[src/rtl/fetch_unit_if.sv]
// Bus bundle for fetch_unit: icache lookup/refill, memory miss handshake and the
// decode-side instruction queue port. The master modport is the fetch unit side.
interface fetch_unit_if #(
  parameter int VADDR_W    = 32,
  parameter int INST_W     = 32,
  parameter int LINE_W     = 128,
  parameter int MEM_ADDR_W = 32
);
  logic                  redirect_valid;
  logic [VADDR_W-1:0]    redirect_pc;
  logic [VADDR_W-1:0]    ic_addr;
  logic                  ic_hit;
  logic [INST_W-1:0]     ic_instr;
  logic                  ic_fill_en;
  logic [VADDR_W-1:0]    ic_fill_addr;
  logic [LINE_W-1:0]     ic_fill_line;
  logic                  mem_req;
  logic [MEM_ADDR_W-1:0] mem_req_addr;
  logic                  mem_data_rdy;
  logic [LINE_W-1:0]     mem_data;
  logic                  dec_ready;
  logic                  inst_valid;
  logic [INST_W-1:0]     inst;
  logic [VADDR_W-1:0]    inst_pc;

  modport master (
    input  redirect_valid, redirect_pc, ic_hit, ic_instr, mem_data_rdy, mem_data, dec_ready,
    output ic_addr, ic_fill_en, ic_fill_addr, ic_fill_line, mem_req, mem_req_addr,
           inst_valid, inst, inst_pc
  );

  modport slave (
    output redirect_valid, redirect_pc, ic_hit, ic_instr, mem_data_rdy, mem_data, dec_ready,
    input  ic_addr, ic_fill_en, ic_fill_addr, ic_fill_line, mem_req, mem_req_addr,
           inst_valid, inst, inst_pc
  );
endinterface

[src/rtl/fetch_unit.sv]
// Fetch stage: PC, icache lookup, miss/refill FSM (LOOKUP/MISS/FILL) and a QDEPTH-entry
// instruction queue toward decode. Define FETCH_PERF_CNT_EN to add saturating perf counters.
module fetch_unit #(
  parameter int                VADDR_W    = 32,
  parameter int                INST_W     = 32,
  parameter int                LINE_W     = 128,
  parameter int                MEM_ADDR_W = 32,
  parameter logic [VADDR_W-1:0] BOOT_PC   = VADDR_W'(32'h0000_1000),
  parameter int                QDEPTH     = 4
) (
  input  logic       clk,
  input  logic       reset,
  fetch_unit_if.master bus,
  output logic [1:0] fetch_state
`ifdef FETCH_PERF_CNT_EN
  ,
  output logic [31:0] perf_miss_cnt,
  output logic [31:0] perf_redirect_cnt,
  output logic [31:0] perf_qfull_cnt
`endif
);

  localparam int QAW = $clog2(QDEPTH);
  localparam logic [VADDR_W-1:0] PC_INC    = VADDR_W'(INST_W / 8);
  localparam logic [VADDR_W-1:0] INST_MASK = ~(VADDR_W'((INST_W / 8) - 1));
  localparam logic [VADDR_W-1:0] LINE_MASK = ~(VADDR_W'((LINE_W / 8) - 1));
  localparam logic [QAW:0]       QFULL     = (QAW + 1)'(QDEPTH);

  typedef enum logic [1:0] {S_LOOKUP = 2'd0, S_MISS = 2'd1, S_FILL = 2'd2} state_t;

  state_t             state_q, state_d;
  logic [VADDR_W-1:0] pc_q, pc_d;
  logic [VADDR_W-1:0] line_addr_q;
  logic [VADDR_W-1:0] pend_pc_q;
  logic               pend_valid_q;
  logic [LINE_W-1:0]  fill_line_q;
  logic [VADDR_W-1:0] redir_pc;

  logic [INST_W-1:0]  q_inst [QDEPTH];
  logic [VADDR_W-1:0] q_pc   [QDEPTH];
  logic [QAW-1:0]     wr_ptr_q, rd_ptr_q;
  logic [QAW:0]       count_q;
  logic               q_full, q_empty, enq, deq, lookup_miss;

  assign redir_pc = bus.redirect_pc & INST_MASK;
  assign q_full   = (count_q == QFULL);
  assign q_empty  = (count_q == '0);

  // Decode handshake: an entry leaves the queue on a cycle where inst_valid and
  // dec_ready are both high; a redirect in that cycle flushes instead.
  assign deq         = !q_empty && bus.dec_ready && !bus.redirect_valid;
  assign enq         = (state_q == S_LOOKUP) && bus.ic_hit && !bus.redirect_valid && (!q_full || deq);
  assign lookup_miss = (state_q == S_LOOKUP) && !bus.ic_hit && !bus.redirect_valid;

  always_comb begin
    state_d = state_q;
    pc_d    = pc_q;
    case (state_q)
      S_LOOKUP: begin
        if (bus.redirect_valid)  pc_d    = redir_pc;
        else if (!bus.ic_hit)    state_d = S_MISS;
        else if (enq)            pc_d    = pc_q + PC_INC;
      end
      S_MISS: begin
        if (bus.mem_data_rdy) state_d = S_FILL;
      end
      S_FILL: begin
        state_d = S_LOOKUP;
        if (bus.redirect_valid)  pc_d = redir_pc;
        else if (pend_valid_q)   pc_d = pend_pc_q;
      end
      default: state_d = S_LOOKUP;
    endcase
  end

  always_ff @(posedge clk or negedge reset) begin
    if (!reset) begin
      state_q      <= S_LOOKUP;
      pc_q         <= BOOT_PC;
      line_addr_q  <= '0;
      pend_pc_q    <= '0;
      pend_valid_q <= 1'b0;
      fill_line_q  <= '0;
    end else begin
      state_q <= state_d;
      pc_q    <= pc_d;
      if (lookup_miss) line_addr_q <= pc_q & LINE_MASK;
      if ((state_q == S_MISS) && bus.mem_data_rdy) fill_line_q <= bus.mem_data;
      // A redirect during FILL is applied directly to the PC, so pending is dropped there.
      if (state_q == S_FILL) begin
        pend_valid_q <= 1'b0;
      end else if ((state_q == S_MISS) && bus.redirect_valid) begin
        pend_valid_q <= 1'b1;
        pend_pc_q    <= redir_pc;
      end
    end
  end

  always_ff @(posedge clk or negedge reset) begin
    if (!reset) begin
      wr_ptr_q <= '0;
      rd_ptr_q <= '0;
      count_q  <= '0;
      for (int i = 0; i < QDEPTH; i++) begin
        q_inst[i] <= '0;
        q_pc[i]   <= '0;
      end
    end else if (bus.redirect_valid) begin
      wr_ptr_q <= '0;
      rd_ptr_q <= '0;
      count_q  <= '0;
    end else begin
      if (enq) begin
        q_inst[wr_ptr_q] <= bus.ic_instr;
        q_pc[wr_ptr_q]   <= pc_q;
        wr_ptr_q         <= wr_ptr_q + QAW'(1);
      end
      if (deq) rd_ptr_q <= rd_ptr_q + QAW'(1);
      count_q <= count_q + {{QAW{1'b0}}, enq} - {{QAW{1'b0}}, deq};
    end
  end

  assign bus.ic_addr      = pc_q;
  assign bus.mem_req      = (state_q == S_MISS);
  assign bus.mem_req_addr = MEM_ADDR_W'(line_addr_q);
  assign bus.ic_fill_en   = (state_q == S_FILL);
  assign bus.ic_fill_addr = line_addr_q;
  assign bus.ic_fill_line = fill_line_q;
  assign bus.inst_valid   = !q_empty;
  assign bus.inst         = q_inst[rd_ptr_q];
  assign bus.inst_pc      = q_pc[rd_ptr_q];
  assign fetch_state      = state_q;

`ifdef FETCH_PERF_CNT_EN
  always_ff @(posedge clk or negedge reset) begin
    if (!reset) begin
      perf_miss_cnt     <= '0;
      perf_redirect_cnt <= '0;
      perf_qfull_cnt    <= '0;
    end else begin
      if (lookup_miss && (perf_miss_cnt != '1))         perf_miss_cnt     <= perf_miss_cnt + 32'd1;
      if (bus.redirect_valid && (perf_redirect_cnt != '1)) perf_redirect_cnt <= perf_redirect_cnt + 32'd1;
      if ((state_q == S_LOOKUP) && bus.ic_hit && q_full && (perf_qfull_cnt != '1))
        perf_qfull_cnt <= perf_qfull_cnt + 32'd1;
    end
  end
`endif

endmodule

[src/flat_wrapper.sv]
// flat-port wrapper written by rule: the top's interface ports become plain ports
module fetch_unit_flat 
#(
  parameter int                VADDR_W    = 32,
  parameter int                INST_W     = 32,
  parameter int                LINE_W     = 128,
  parameter int                MEM_ADDR_W = 32,
  parameter logic [VADDR_W-1:0] BOOT_PC   = VADDR_W'(32'h0000_1000),
  parameter int                QDEPTH     = 4
)
  (clk, reset, fetch_state, bus_redirect_valid, bus_redirect_pc, bus_ic_hit, bus_ic_instr, bus_mem_data_rdy, bus_mem_data, bus_dec_ready, bus_ic_addr, bus_ic_fill_en, bus_ic_fill_addr, bus_ic_fill_line, bus_mem_req, bus_mem_req_addr, bus_inst_valid, bus_inst, bus_inst_pc);
  fetch_unit_if #(.VADDR_W(VADDR_W), .INST_W(INST_W), .LINE_W(LINE_W), .MEM_ADDR_W(MEM_ADDR_W)) bus_i ();
  input  logic clk;
  input  logic reset;
  output logic [1:0] fetch_state;
  input wire logic [$bits(bus_i.redirect_valid)-1:0] bus_redirect_valid;
  input wire logic [$bits(bus_i.redirect_pc)-1:0] bus_redirect_pc;
  input wire logic [$bits(bus_i.ic_hit)-1:0] bus_ic_hit;
  input wire logic [$bits(bus_i.ic_instr)-1:0] bus_ic_instr;
  input wire logic [$bits(bus_i.mem_data_rdy)-1:0] bus_mem_data_rdy;
  input wire logic [$bits(bus_i.mem_data)-1:0] bus_mem_data;
  input wire logic [$bits(bus_i.dec_ready)-1:0] bus_dec_ready;
  output wire logic [$bits(bus_i.ic_addr)-1:0] bus_ic_addr;
  output wire logic [$bits(bus_i.ic_fill_en)-1:0] bus_ic_fill_en;
  output wire logic [$bits(bus_i.ic_fill_addr)-1:0] bus_ic_fill_addr;
  output wire logic [$bits(bus_i.ic_fill_line)-1:0] bus_ic_fill_line;
  output wire logic [$bits(bus_i.mem_req)-1:0] bus_mem_req;
  output wire logic [$bits(bus_i.mem_req_addr)-1:0] bus_mem_req_addr;
  output wire logic [$bits(bus_i.inst_valid)-1:0] bus_inst_valid;
  output wire logic [$bits(bus_i.inst)-1:0] bus_inst;
  output wire logic [$bits(bus_i.inst_pc)-1:0] bus_inst_pc;
  assign bus_i.redirect_valid = bus_redirect_valid;
  assign bus_i.redirect_pc = bus_redirect_pc;
  assign bus_i.ic_hit = bus_ic_hit;
  assign bus_i.ic_instr = bus_ic_instr;
  assign bus_i.mem_data_rdy = bus_mem_data_rdy;
  assign bus_i.mem_data = bus_mem_data;
  assign bus_i.dec_ready = bus_dec_ready;
  assign bus_ic_addr = bus_i.ic_addr;
  assign bus_ic_fill_en = bus_i.ic_fill_en;
  assign bus_ic_fill_addr = bus_i.ic_fill_addr;
  assign bus_ic_fill_line = bus_i.ic_fill_line;
  assign bus_mem_req = bus_i.mem_req;
  assign bus_mem_req_addr = bus_i.mem_req_addr;
  assign bus_inst_valid = bus_i.inst_valid;
  assign bus_inst = bus_i.inst;
  assign bus_inst_pc = bus_i.inst_pc;
  fetch_unit #(.VADDR_W(VADDR_W), .INST_W(INST_W), .LINE_W(LINE_W), .MEM_ADDR_W(MEM_ADDR_W), .BOOT_PC(BOOT_PC), .QDEPTH(QDEPTH)) u_core (.clk(clk), .reset(reset), .bus(bus_i), .fetch_state(fetch_state));
endmodule
[config.mk]
export PLATFORM = sky130hd
export DESIGN_NAME = fetch_unit_flat
export DESIGN_NICKNAME = d
export VERILOG_FILES = /design/src/rtl/fetch_unit_if.sv /design/src/rtl/fetch_unit.sv /design/src/flat_wrapper.sv
export SDC_FILE = /design/constraint.sdc
export NUM_CORES = 1
export LEC_CHECK = 0
export ABC_CLOCK_PERIOD_IN_PS = 3800
export BUFFER_PORTS_ARGS = -buffer_cell sky130_fd_sc_hd__buf_2
export CAP_MARGIN = 20
export CORE_ASPECT_RATIO = 0.6
export CORE_UTILIZATION = 45
export CTS_CLUSTER_DIAMETER = 80
export DETAILED_ROUTE_END_ITERATION = 6
export PLACE_DENSITY = 0.65
export SLEW_MARGIN = 0
export SYNTH_ARGS = -nofsm -noshare
export SYNTH_HDL_FRONTEND = slang
export SYNTH_SLANG_ARGS = --single-unit
[constraint.sdc]
create_clock -name clk -period 3.8 [get_ports clk]
set_input_delay 0.76 -clock clk [delete_from_list [all_inputs] [get_ports clk]]
set_output_delay 0.76 -clock clk [all_outputs]
set_load 0.01 [all_outputs]
==> out/metrics.yaml, run 1 <==
drcViolationCount: 0
avgSynthCellArea_um2: 14.8
fin_util: 0.547
nature_of_the_critical_path_startpoint: "flop"
async_reset_ff_frac: 1.00
cts_setup_buffers: 0
seq_area_frac_synth: 0.558
clock-sinks: 474
die_width_um: 282
r2r_slack_ns: 1.34
cellLeakagePower_uw: 0.0122
drt_pre_antenna_iters: 4
route.top_layer_used: "met5"
route.antenna.remaining_nets: 0
placementRows: 61
design.die.area_um2: 48100
synth.ff_latch_count: 474
grt_antenna_before_repair: 9
critical-path-slowest-cell: "dfrtp_4"
netlist_area_um2: 21200
top_cells_by_instance_count_after_synthesis: "dfrtp_1 (473), mux2_2 (334), mux2_4 (80)"
timing.critical_path.to_type: "output port"
cts_buffers: 45
nFillCells: 3919
final_design_area_no_fill_um2: 25400
cts.htree.levels: 2
drt-met1-wl_um: 24100
postCtsResizedCells: 0
post_dp_cell_area_um2: 23900
initial_utilization: 0.458
cap_violations: 0
yosys-top-cells-area: "dfrtp_1 (56%), mux2_2 (18%), mux4_2 (6.6%)"
final_max_slew_viol_count: 0
timing_worst_setup_path_type: "reg -> out"
boundary_pins: 491
maxSlewHeadroom: 0.282
final_period_minus_worst_setup_slack_ns: 3.05
vdd.ir_drop.worst_uv: 375
drt-total-wl_um: 54100
maximum_clock_insertion_buffer_count: 3
met3_wirelength_um: 3720
critical-path-max-stage-delay_ns: 0.63
finalWeightedCongestion: 0.870
holdCritPathClass: "in -> async"
grt_overflow: 0
place_worst_setup_slack_ns: 0.847
setup_ws_ns: 0.745
run_status: "finished clean"
timing.rr.end: "u_core.bus.ic_addr[30]"
grt_setup_unrepaired: "no"
via_count: 13500
routed_wire_length_per_instance_um: 21.4
r2r_start: "u_core.bus.ic_addr[3]"
cell_with_the_most_instances_after_synthesis: "dfrtp_1"
hold_viol_final: 0
worstSkewPairLatency_ns: 0.56
setup_viol_count_final: 0
clkSlewWorstSetupHoldPaths_ns: 0.07
routed-wl-met2_um: 25000
post-place-cells: 2448
timing.setup.tns_ns: 0
power-per-cell-area_nw_per_um2: 762
routed_via_density: 5.34
port_buffers: 476
yosys_warnings: 0
worstRegToRegCells: 6
cts_hold_repair.buffers: 0
grt_pass1_wl_um: 83300
arrival_ns: 2.29
max_clock_freq_mhz: 327
dp_hpwl_um: 38400
required_ns: 3.04
post_route_cells_drive_above_1_share: 0.572
chipHeight_um: 170
groute.usage.overall: 0.227
postSynthCellCount: 1437
clk_root_buffer_cell: "clkbuf_16"
grt_start_max_net_pins: 101
final-instance-count-excl-fill: 2529
tightest_slew_ns: 1.08
detail_route.iter0.violations: 832
area_delta_synth_final_pct: 19.4
most_used_flip_flop_cell_after_synthesis: "dfrtp_1"
final_nets: 2071
synthDominantAreaCellType: "dfrtp_1"
fp.coreArea_um2: 46400
synth_top_cell_area_share: 0.557
worst_clock_skew_ns: 0.0127
critical_path_peak_fanout: 15
synth_edf_count: 0
final_worst_path_cycle_share: 0.804
critical_path.cell_chain: "buf_4 -> mux4_2 -> buf_2"
grt_pass1_vias: 14200
cts_tree: "built"
synth.distinct_cells: 67
## cell type report
cell class | count | area [um2] | share of cell area
Timing Repair Buffer | 515 | 2810 | 0.111
Tap cell | 630 | 788 | 0.0311
Antenna cell | 3 | 7.51 | 0.000296
Clock inverter | 12 | 139 | 0.00547
Multi-Input combinational cell | 816 | 8360 | 0.330
Sequential cell | 474 | 11900 | 0.468
Clock buffer | 66 | 1350 | 0.0531
Inverter | 13 | 51.3 | 0.00202
## critical path: cells and delay by family (launching register included)
| kind | cells | cell delay (ns) |
|---|---|---|
| buf+inv | 2 | 0.53 |
| flops | 1 | 0.63 |
| mux | 1 | 0.56 |
## worst max-delay path by stage
stage	depth (start not counted)	end	slack [ns]	start
detailed placement	7	u_core.q_inst[59]	0.85	bus_dec_ready
global route	3	bus_inst[18]	0.61	u_core.rd_ptr_q[0]
floorplan	11	u_core.count_q[2]	1.07	bus_redirect_valid
CTS	3	bus_inst[18]	0.62	u_core.rd_ptr_q[0]
global placement	7	u_core.q_inst[60]	0.87	bus_dec_ready
finish	3	bus_inst[18]	0.75	u_core.rd_ptr_q[0]
## registers in the layout, indices dropped and copies added (netlist names)
signal,cells
u_core.bus.ic_fill_line,128
u_core.wr_ptr_q,2
u_core.q_pc,120
u_core.pend_valid_q,1
u_core.bus.ic_fill_addr,28
u_core.rd_ptr_q,2
u_core.fetch_state,2
u_core.q_inst,128
u_core.pend_pc_q,30
u_core.count_q,3
u_core.bus.ic_addr,30
## cell usage in the layout (no fill, tap or decap), types with 8 or more instances in the layout
cell type	count
buf_2	475
mux2_2	334
nor3b_1	9
o21ai_1	10
inv_1	11
buf_4	29
nand2_1	71
clkinv_2	8
clkbuf_16	47
nor2_1	25
mux4_2	62
clkbuf_1	9
a21oi_1	28
mux2_4	80
clkbuf_8	10
a31oi_1	8
nand3_1	14
o21ai_0	55
dfrtp_1	471
conb_1	12
buf_12	10
## kinds of logic (layout without fill, tap and decap cells)
| group | count (synthesis) | after routing | synth area share |
|---|---|---|---|
| fa+ha+maj | 8 | 8 | 0.00507 |
| simple gates | 171 | 171 | 0.0434 |
| mux | 477 | 477 | 0.300 |
| flops | 474 | 474 | 0.558 |
| buf+inv | 158 | 606 | 0.0502 |
| xor+xnor | 6 | 6 | 0.00247 |
| compound gates | 142 | 142 | 0.0404 |
| other cells | 1 | 15 | 0.000177 |
## metal layers
metal / vias to the layer above / track usage
met3: 89 / 0.0656
met2: 366 / 0.355
met4: 6 / 0.0576
met5: - / 0
met1: 7034 / 0.311
li1: 6004 / -
## report_power, final
group | total, uW | internal [uW] | switching, uW
combinational | 6330 | 3520 | 2810
sequential | 8430 | 7010 | 1420
clock | 4560 | 2650 | 1910
## metrics by stage
| stage | power [uW] | hold WS, ns |
|---|---|---|
| 3_3_place_gp | 14700 | 0.457 |
| 6_report | 19300 | 0.157 |
| 3_5_place_dp | 14900 | 0.470 |
| 5_1_grt | 20400 | 0.187 |
| 2_1_floorplan | 12400 | 0.444 |
| 4_1_cts | 19600 | 0.179 |
Note: power is estimated with default switching activity, not from simulation.
==> run 2: changes to the inputs <==
ABC_AREA = 1   (was unset)
ABC_CLOCK_PERIOD_IN_PS = 2700   (was 3800)
PLACE_DENSITY = 0.67   (was 0.65)
clock period = 2.7 ns   (was 3.8 ns; I/O delays follow)
==> run 2 against run 1 <==
Effect of this change: routed wire length rose by 28%; synthesized cell count up 77%; sequential share of layout area is 0.52 points lower; register-to-register slack worse by 0.83 ns; clock skew rose by 0.014 ns; sequential power rose by 38%; die area shrank 0.59%; critical endpoint is now bus_inst[28]; largest power group unchanged.
==> out/metrics.yaml, run 2 <==
max_clock_freq_mhz: 379
power.clock.fraction: 0.239  # +0.003
chipHeight_um: 170  # -0.30%
drt-total-wl_um: 69300  # +28%
power.net_switching_uw: 10400  # +70%
grt_overflow: 0  # unchanged
timing.rr.end: "u_core.count_q[2]"
maxSlewHeadroom: 0.485  # +0.203
cell_with_the_most_instances_after_synthesis: "nand2_1"
most_used_flip_flop_cell_after_synthesis: "dfrtp_1"
final_nets: 3135  # +51%
r2r_slack_ns: 0.51  # -0.83 ns
netlist_area_um2: 21100  # -0.60%
yosys_warnings: 0  # unchanged
synth.ff_latch_count: 474  # unchanged
dp_hpwl_um: 46500  # +21%
maximum_clock_insertion_buffer_count: 3  # unchanged
tightest_slew_ns: 0.773  # -0.304 ns
setup_viol_count_final: 0  # unchanged
fp.coreArea_um2: 46300  # -0.16%
cts_buffers: 47  # +4.4%
worstRegToRegCells: 8  # +2
routed_wire_length_per_instance_um: 19.2  # -10%
cap_violations: 0  # unchanged
boundary_pins: 491  # unchanged
clkSlewWorstSetupHoldPaths_ns: 0.06  # about the same
die_width_um: 282  # -0.30%
holdCritPathClass: "in -> reg"
detail_route.iter0.violations: 1810  # +120%
synth_top_cell_area_share: 0.561  # +0.00337
timing_worst_setup_path_type: "reg -> out"
yosys-top-cells-area: "dfrtp_1 (56%), nand2_1 (15%), o21ai_0 (8.1%)"
arrival_ns: 2.10  # -0.19 ns
design.die.area_um2: 47800  # -0.59%
placementRows: 61  # unchanged
grt_setup_unrepaired: "no"
finalWeightedCongestion: 0.974  # +12%
grt_pass1_vias: 17900  # +26%
synthDominantAreaCellType: "dfrtp_1"
post_route_cells_drive_above_1_share: 0.217  # -0.355
port_buffers: 476  # unchanged
run_status: "finished clean"
worstHoldEndpoint: "u_core.bus.ic_fill_line[16]"
hold_viol_final: 0  # unchanged
nFillCells: 4276  # +9.1%
clk_root_buffer_cell: "clkbuf_16"
r2r_start: "u_core.fetch_state[1]"
worst_clock_skew_ns: 0.0270  # +0.0143 ns
final_period_minus_worst_setup_slack_ns: 2.64
seqPwrFrac: 0.422  # -0.014
nature_of_the_critical_path_startpoint: "flop"
critical_path_peak_fanout: 32  # +17
power.share.combinational: 0.339  # +0.011
cellLeakagePower_uw: 0.0132  # +8.6%
power-per-cell-area_nw_per_um2: 1070  # +41%
seq_area_frac_synth: 0.562  # +0.00338
area_delta_synth_final_pct: 21.6
route.antenna.remaining_nets: 0  # unchanged
clock-sinks: 474  # unchanged
top_cells_by_instance_count_after_synthesis: "nand2_1 (848), dfrtp_1 (473), o21ai_0 (341)"
cts_tree: "built"
hp-start: "bus_mem_data[16]"
grt_pass1_wl_um: 104000  # +25%
mostFrequentLayoutCells: "nand2_1 (847), buf_2 (475), dfrtp_1 (471)"
grt_start_max_net_pins: 129  # +28%
routed_via_density: 5.29  # -0.80%
groute.usage.overall: 0.283  # +0.0560
setup_ws_ns: 0.0634  # -0.682 ns
final_worst_path_cycle_share: 0.977
worstSkewPairLatency_ns: 0.56  # about the same
p_int_uw: 17100  # +29%
postSynthCellCount: 2537  # +77%
worst_setup_path_start: "u_core.rd_ptr_q[1]"
avgSynthCellArea_um2: 8.32  # -44%
via_count: 19100  # +42%
vdd.ir_drop.worst_uv: 495  # +32%
timing.setup.tns_ns: 0  # unchanged
cts.htree.levels: 2  # unchanged
switch_share: 0.379  # +0.0618
drcViolationCount: 0  # unchanged
worstHoldPathCells: 3
timing.critical_path.to_type: "output port"
synth.distinct_cells: 34  # -49%
grt_antenna_before_repair: 27  # +18
synth_edf_count: 0  # unchanged
drt_pre_antenna_iters: 5  # +1
final_max_slew_viol_count: 0  # unchanged
initial_utilization: 0.456  # -0.00200
mostFrequentLayoutCell: "nand2_1"
place_worst_setup_slack_ns: 0.264  # -0.583 ns
async_reset_ff_frac: 1.00  # unchanged
required_ns: 2.16  # -0.88 ns
[run 2: cell families after synthesis]
kind of cell | after synthesis | synth area share
adders and majority gates | 8 | 0.00510
buffers and inverters | 271 | 0.0647
xor gates and xnor gates | 5 | 0.00207
AOI/OAI and AO/OA | 565 | 0.140
DFF | 474 | 0.562
other | 1 | 0.000178
and+or+nand+nor | 1194 | 0.216
muxes | 19 | 0.0101
[run 2: timing repair]
item	CTS	global route
setup endpoints to repair	26	14
resized for setup	7	4
hold buffers	1	0
gates cloned	1	0
hold endpoints to repair	42	0
setup buffers	0	1
[run 2: metal layers]
metal  track usage  part of all wire  up-vias
met3        0.0653             0.093      134
met5             0            0.0020        -
met1         0.409              0.44     9178
met2         0.422              0.44      866
met4        0.0881             0.027       20
li1              -                 -     8916
[run 2: worst max-delay path by stage]
stage | end | slack, ns | depth (start not counted)
2_1_floorplan | u_core.count_q[2] | 0.46 | 10
3_3_place_gp | u_core.count_q[2] | 0.30 | 9
3_5_place_dp | u_core.count_q[2] | 0.26 | 9
4_1_cts | bus_inst_pc[24] | -0.002 | 4
5_1_grt | bus_inst_pc[7] | 0.007 | 4
6_report | bus_inst[28] | 0.06 | 5
[run 2: power groups by stage]
stage          registers [uW]  clock network [uW]  logic (uW)
3_5_place_dp            11600                   0        9170
3_3_place_gp            11500                   0        8930
2_1_floorplan           11700                   0        4910
6_report                11600                6580        9310
5_1_grt                 11900                6980       10200
4_1_cts                 11500                6710        9300
[run 2: area by class of cell]
type,instances,area [um2],share of cell area
Sequential cell,474,11900,0.462
Multi-Input combinational cell,1803,7970,0.311
Timing Repair Buffer,531,3180,0.124
Clock buffer,71,1400,0.0545
Tap cell,630,788,0.0307
Inverter,72,285,0.0111
Clock inverter,15,139,0.00541
Antenna cell,14,35.0,0.00136
[run 2: metrics by stage]
stage | hold WS (ns) | instances | power [uW] | utilization | instance area (um2)
after floorplan | 0.244 | 2548 | 16600 | - | 21200
after global placement | 0.457 | 3507 | 20400 | 0.518 | 24000
after detailed placement | 0.460 | 3507 | 20800 | 0.518 | 24000
after CTS | 0.138 | 3595 | 27500 | 0.553 | 25600
after global routing | 0.146 | 3605 | 29100 | 0.554 | 25700
final | 0.168 | 3610 | 27500 | 0.554 | 25700
[run 2: worst max-delay path, cell delays in order (launching register included)]
cell     delay, ns
dfrtp_4       0.58
inv_2         0.14
buf_12        0.22
o21ai_0       0.12
o22ai_1       0.26
buf_2         0.21
==> run 3: changes to the inputs <==
--- a/config.mk
+++ b/config.mk
@@ -11,7 +11,9 @@
 export CAP_MARGIN = 20
+export CELL_PAD_IN_SITES_DETAIL_PLACEMENT = 0
+export CELL_PAD_IN_SITES_GLOBAL_PLACEMENT = 2
 export CORE_ASPECT_RATIO = 0.6
-export CORE_UTILIZATION = 45
+export CORE_UTILIZATION = 28
 export CTS_CLUSTER_DIAMETER = 80
 export DETAILED_ROUTE_END_ITERATION = 6
-export PLACE_DENSITY = 0.67
+export PLACE_DENSITY = 0.71
 export SLEW_MARGIN = 0
--- a/constraint.sdc
+++ b/constraint.sdc
@@ -3,2 +3,2 @@
 set_output_delay 0.54 -clock clk [all_outputs]
-set_load 0.01 [all_outputs]
+set_load 0.1 [all_outputs]
==> run 3 against run 2 <==
Effect of this change: sequential cell count did not move; final cell count is 10% higher; non-clock buffer count increased by 15; via count is 1.7% lower; routed wire length is 14% higher; global-route usage is 7.8 points lower; critical endpoint is now bus_inst[0]; highest routed layer unchanged.
==> out/metrics.yaml, run 3 (synthesis gave the netlist of run 2 again) <==
critical-path-max-stage-delay_ns: 0.57  # about the same
groute.usage.overall: 0.205  # -0.0776
grt_antenna_before_repair: 12  # -56%
top_usage_layer: "met1"
timing_worst_setup_path_type: "reg -> out"
routed_via_density: 4.72  # -11%
met1_usage: 0.304  # -0.105
cts_buffers: 51  # +8.5%
nature_of_the_critical_path_startpoint: "flop"
final_worst_path_cycle_share: 0.997  # +0.0208
boundary_pins: 491  # unchanged
worstSkewPairLatency_ns: 0.62  # +0.06 ns
timing.rr.end: "u_core.q_pc[10]"
via_count: 18800  # -1.7%
timing.critical_path.buf_inv: 3  # unchanged
cap_violations: 0  # unchanged
design.die.area_um2: 76500  # +60%
crit_family: "buffers and inverters"
drcViolationCount: 0  # unchanged
timing.hold.ws_ns: 0.119  # -0.0492 ns
setup_viol_count_final: 0  # unchanged
clk_root_buffer_cell: "clkbuf_16"
worstSetupPathDepth: 5  # unchanged
grt_util_met2: 0.301  # -0.121
timing.critical_path.to: "bus_inst[0]"
route.antenna.remaining_nets: 0  # unchanged
grt_start_max_net_pins: 129  # unchanged
cts.htree.levels: 2  # unchanged
clock-sinks: 474  # unchanged
finalWeightedCongestion: 0.850  # -13%
grt_pass1_vias: 18700  # +4.7%
drt-total-wl_um: 79000  # +14%
mostFrequentLayoutCells: "nand2_1 (846), dfrtp_1 (471), buf_2 (413)"
post_route_cells_drive_above_1_share: 0.243  # +0.0267
drt_pre_antenna_iters: 5  # unchanged
holdCritPathClass: "in -> reg"
critical_path_peak_fanout: 22  # -31%
port_buffers: 476  # unchanged
max_clock_freq_mhz: 371  # -2.1%
nFillCells: 7574  # +77%
mostFrequentLayoutCell: "nand2_1"
fp.coreArea_um2: 74100  # +60%
r2r_slack_ns: 0.40  # -0.11 ns
chipHeight_um: 215  # +26%
dp_hpwl_um: 53100  # +14%
met3_usage: 0.0487  # -0.0165
area_delta_synth_final_pct: 31.5
arrival_ns: 2.15  # +0.05 ns
final_max_slew_viol_count: 0  # unchanged
final_period_minus_worst_setup_slack_ns: 2.69  # +0.0561 ns
worst_setup_path_start: "u_core.rd_ptr_q[0]"
cts_tree: "built"
grt_setup_unrepaired: "yes"
grt_overflow: 0  # unchanged
hold_viol_final: 0  # unchanged
clkSlewWorstSetupHoldPaths_ns: 0.06  # about the same
tightest_slew_ns: 0.660  # -0.113 ns
worstRegToRegCells: 7  # -1
critical-path-slowest-cell: "dfrtp_4"
r2r_start: "u_core.fetch_state[1]"
timing.critical_path.to_type: "output port"
initial_utilization: 0.285  # -0.171
maxSlewHeadroom: 0.560  # +0.0753
die_width_um: 357  # +27%
maximum_clock_insertion_buffer_count: 3  # unchanged
required_ns: 2.16  # about the same
grt_pass1_wl_um: 121000  # +16%
worst_clock_skew_ns: 0.0227  # -0.00432 ns
routed_wire_length_per_instance_um: 19.9  # +3.5%
placementRows: 77  # +26%
run_status: "finished clean"
final_nets: 3155  # +0.64%
detail_route.iter0.violations: 1403  # -22%
critical_path.cell_chain: "inv_12 -> bufbuf_16 -> nor2_1 -> o22ai_2 -> buf_12"
[run 3: changes by cell type in the layout (fill, tap and decap cells not counted), moves of 3 or more]
cell        change
buf_12         +60
buf_16          +4
buf_2          -62
buf_4          +14
clkbuf_16       +4
clkinvlp_4      +3
diode_2        -11
o21ai_0         -6
o21ai_1         +6
o22ai_1        -59
o22ai_2        +58
[run 3: through the flow]
step	setup TNS (ns)	instances	utilization	instance area (um2)	setup slack (ns)
2_1_floorplan	0	2548	-	21600	0.0731
3_3_place_gp	0	3866	0.347	25700	0.289
3_5_place_dp	0	3866	0.347	25700	0.208
4_1_cts	-0.586	3977	0.375	27800	-0.0508
5_1_grt	-1.16	3979	0.375	27800	-0.0845
6_report	0	3980	0.375	27800	0.00726
[run 3: final cells by class]
| type | count | area, um2 | area share |
|---|---|---|---|
| sequential | 474 | 11900 | 0.427 |
| tap | 987 | 1230 | 0.0445 |
| timing repair inverter | 1 | 8.76 | 0.000315 |
| multi-input combinational | 1803 | 8360 | 0.301 |
| timing repair buffer | 546 | 4270 | 0.154 |
| inverter | 72 | 292 | 0.0105 |
| clock buffer | 78 | 1530 | 0.0551 |
| clock inverter | 16 | 195 | 0.00703 |
| antenna | 3 | 7.51 | 0.000270 |
[run 3: timing repair]
action                                  in CTS  in global routing
cloned                                       5                  0
endpoints found under the hold margin       36                  0
hold buffers                                 1                  0
buffers inserted                            11                  0
resized for setup                           20                  7
endpoints found under the setup margin      60                 32
pin swaps                                    5                  6
[run 3: layer usage]
layer | up-vias | part of all wire
met2 | 528 | 0.43
met4 | 14 | 0.016
met5 | - | 0.0012
li1 | 8959 | -
met3 | 92 | 0.066
met1 | 9203 | 0.48
[run 3: worst register-to-register path, stage by stage, from the launching register on]
cell	delay, ns
dfrtp_1	0.48
nor3_4	0.47
nand3_4	0.18
buf_12	0.25
nor2_4	0.19
buf_4	0.42
nor2_1	0.10
a21oi_1	0.13
[run 3: worst min-delay path by stage]
stage	to	startpoint	slack, ns	cells past startpoint
after floorplan	u_core.bus.ic_addr[10]	reset	0.24	0
after global placement	u_core.bus.ic_fill_line[92]	u_core.bus.ic_fill_line[92]	0.46	2
after detailed placement	u_core.bus.ic_fill_line[92]	u_core.bus.ic_fill_line[92]	0.46	2
after CTS	u_core.bus.ic_fill_line[16]	bus_mem_data[16]	0.06	3
after global routing	u_core.bus.ic_fill_line[16]	bus_mem_data[16]	0.09	3
final	u_core.bus.ic_fill_line[16]	bus_mem_data[16]	0.12	3
Power of run 3 is not shown: default switching activity piles up to over one toggle a cycle in this logic, so the estimate is an artifact.
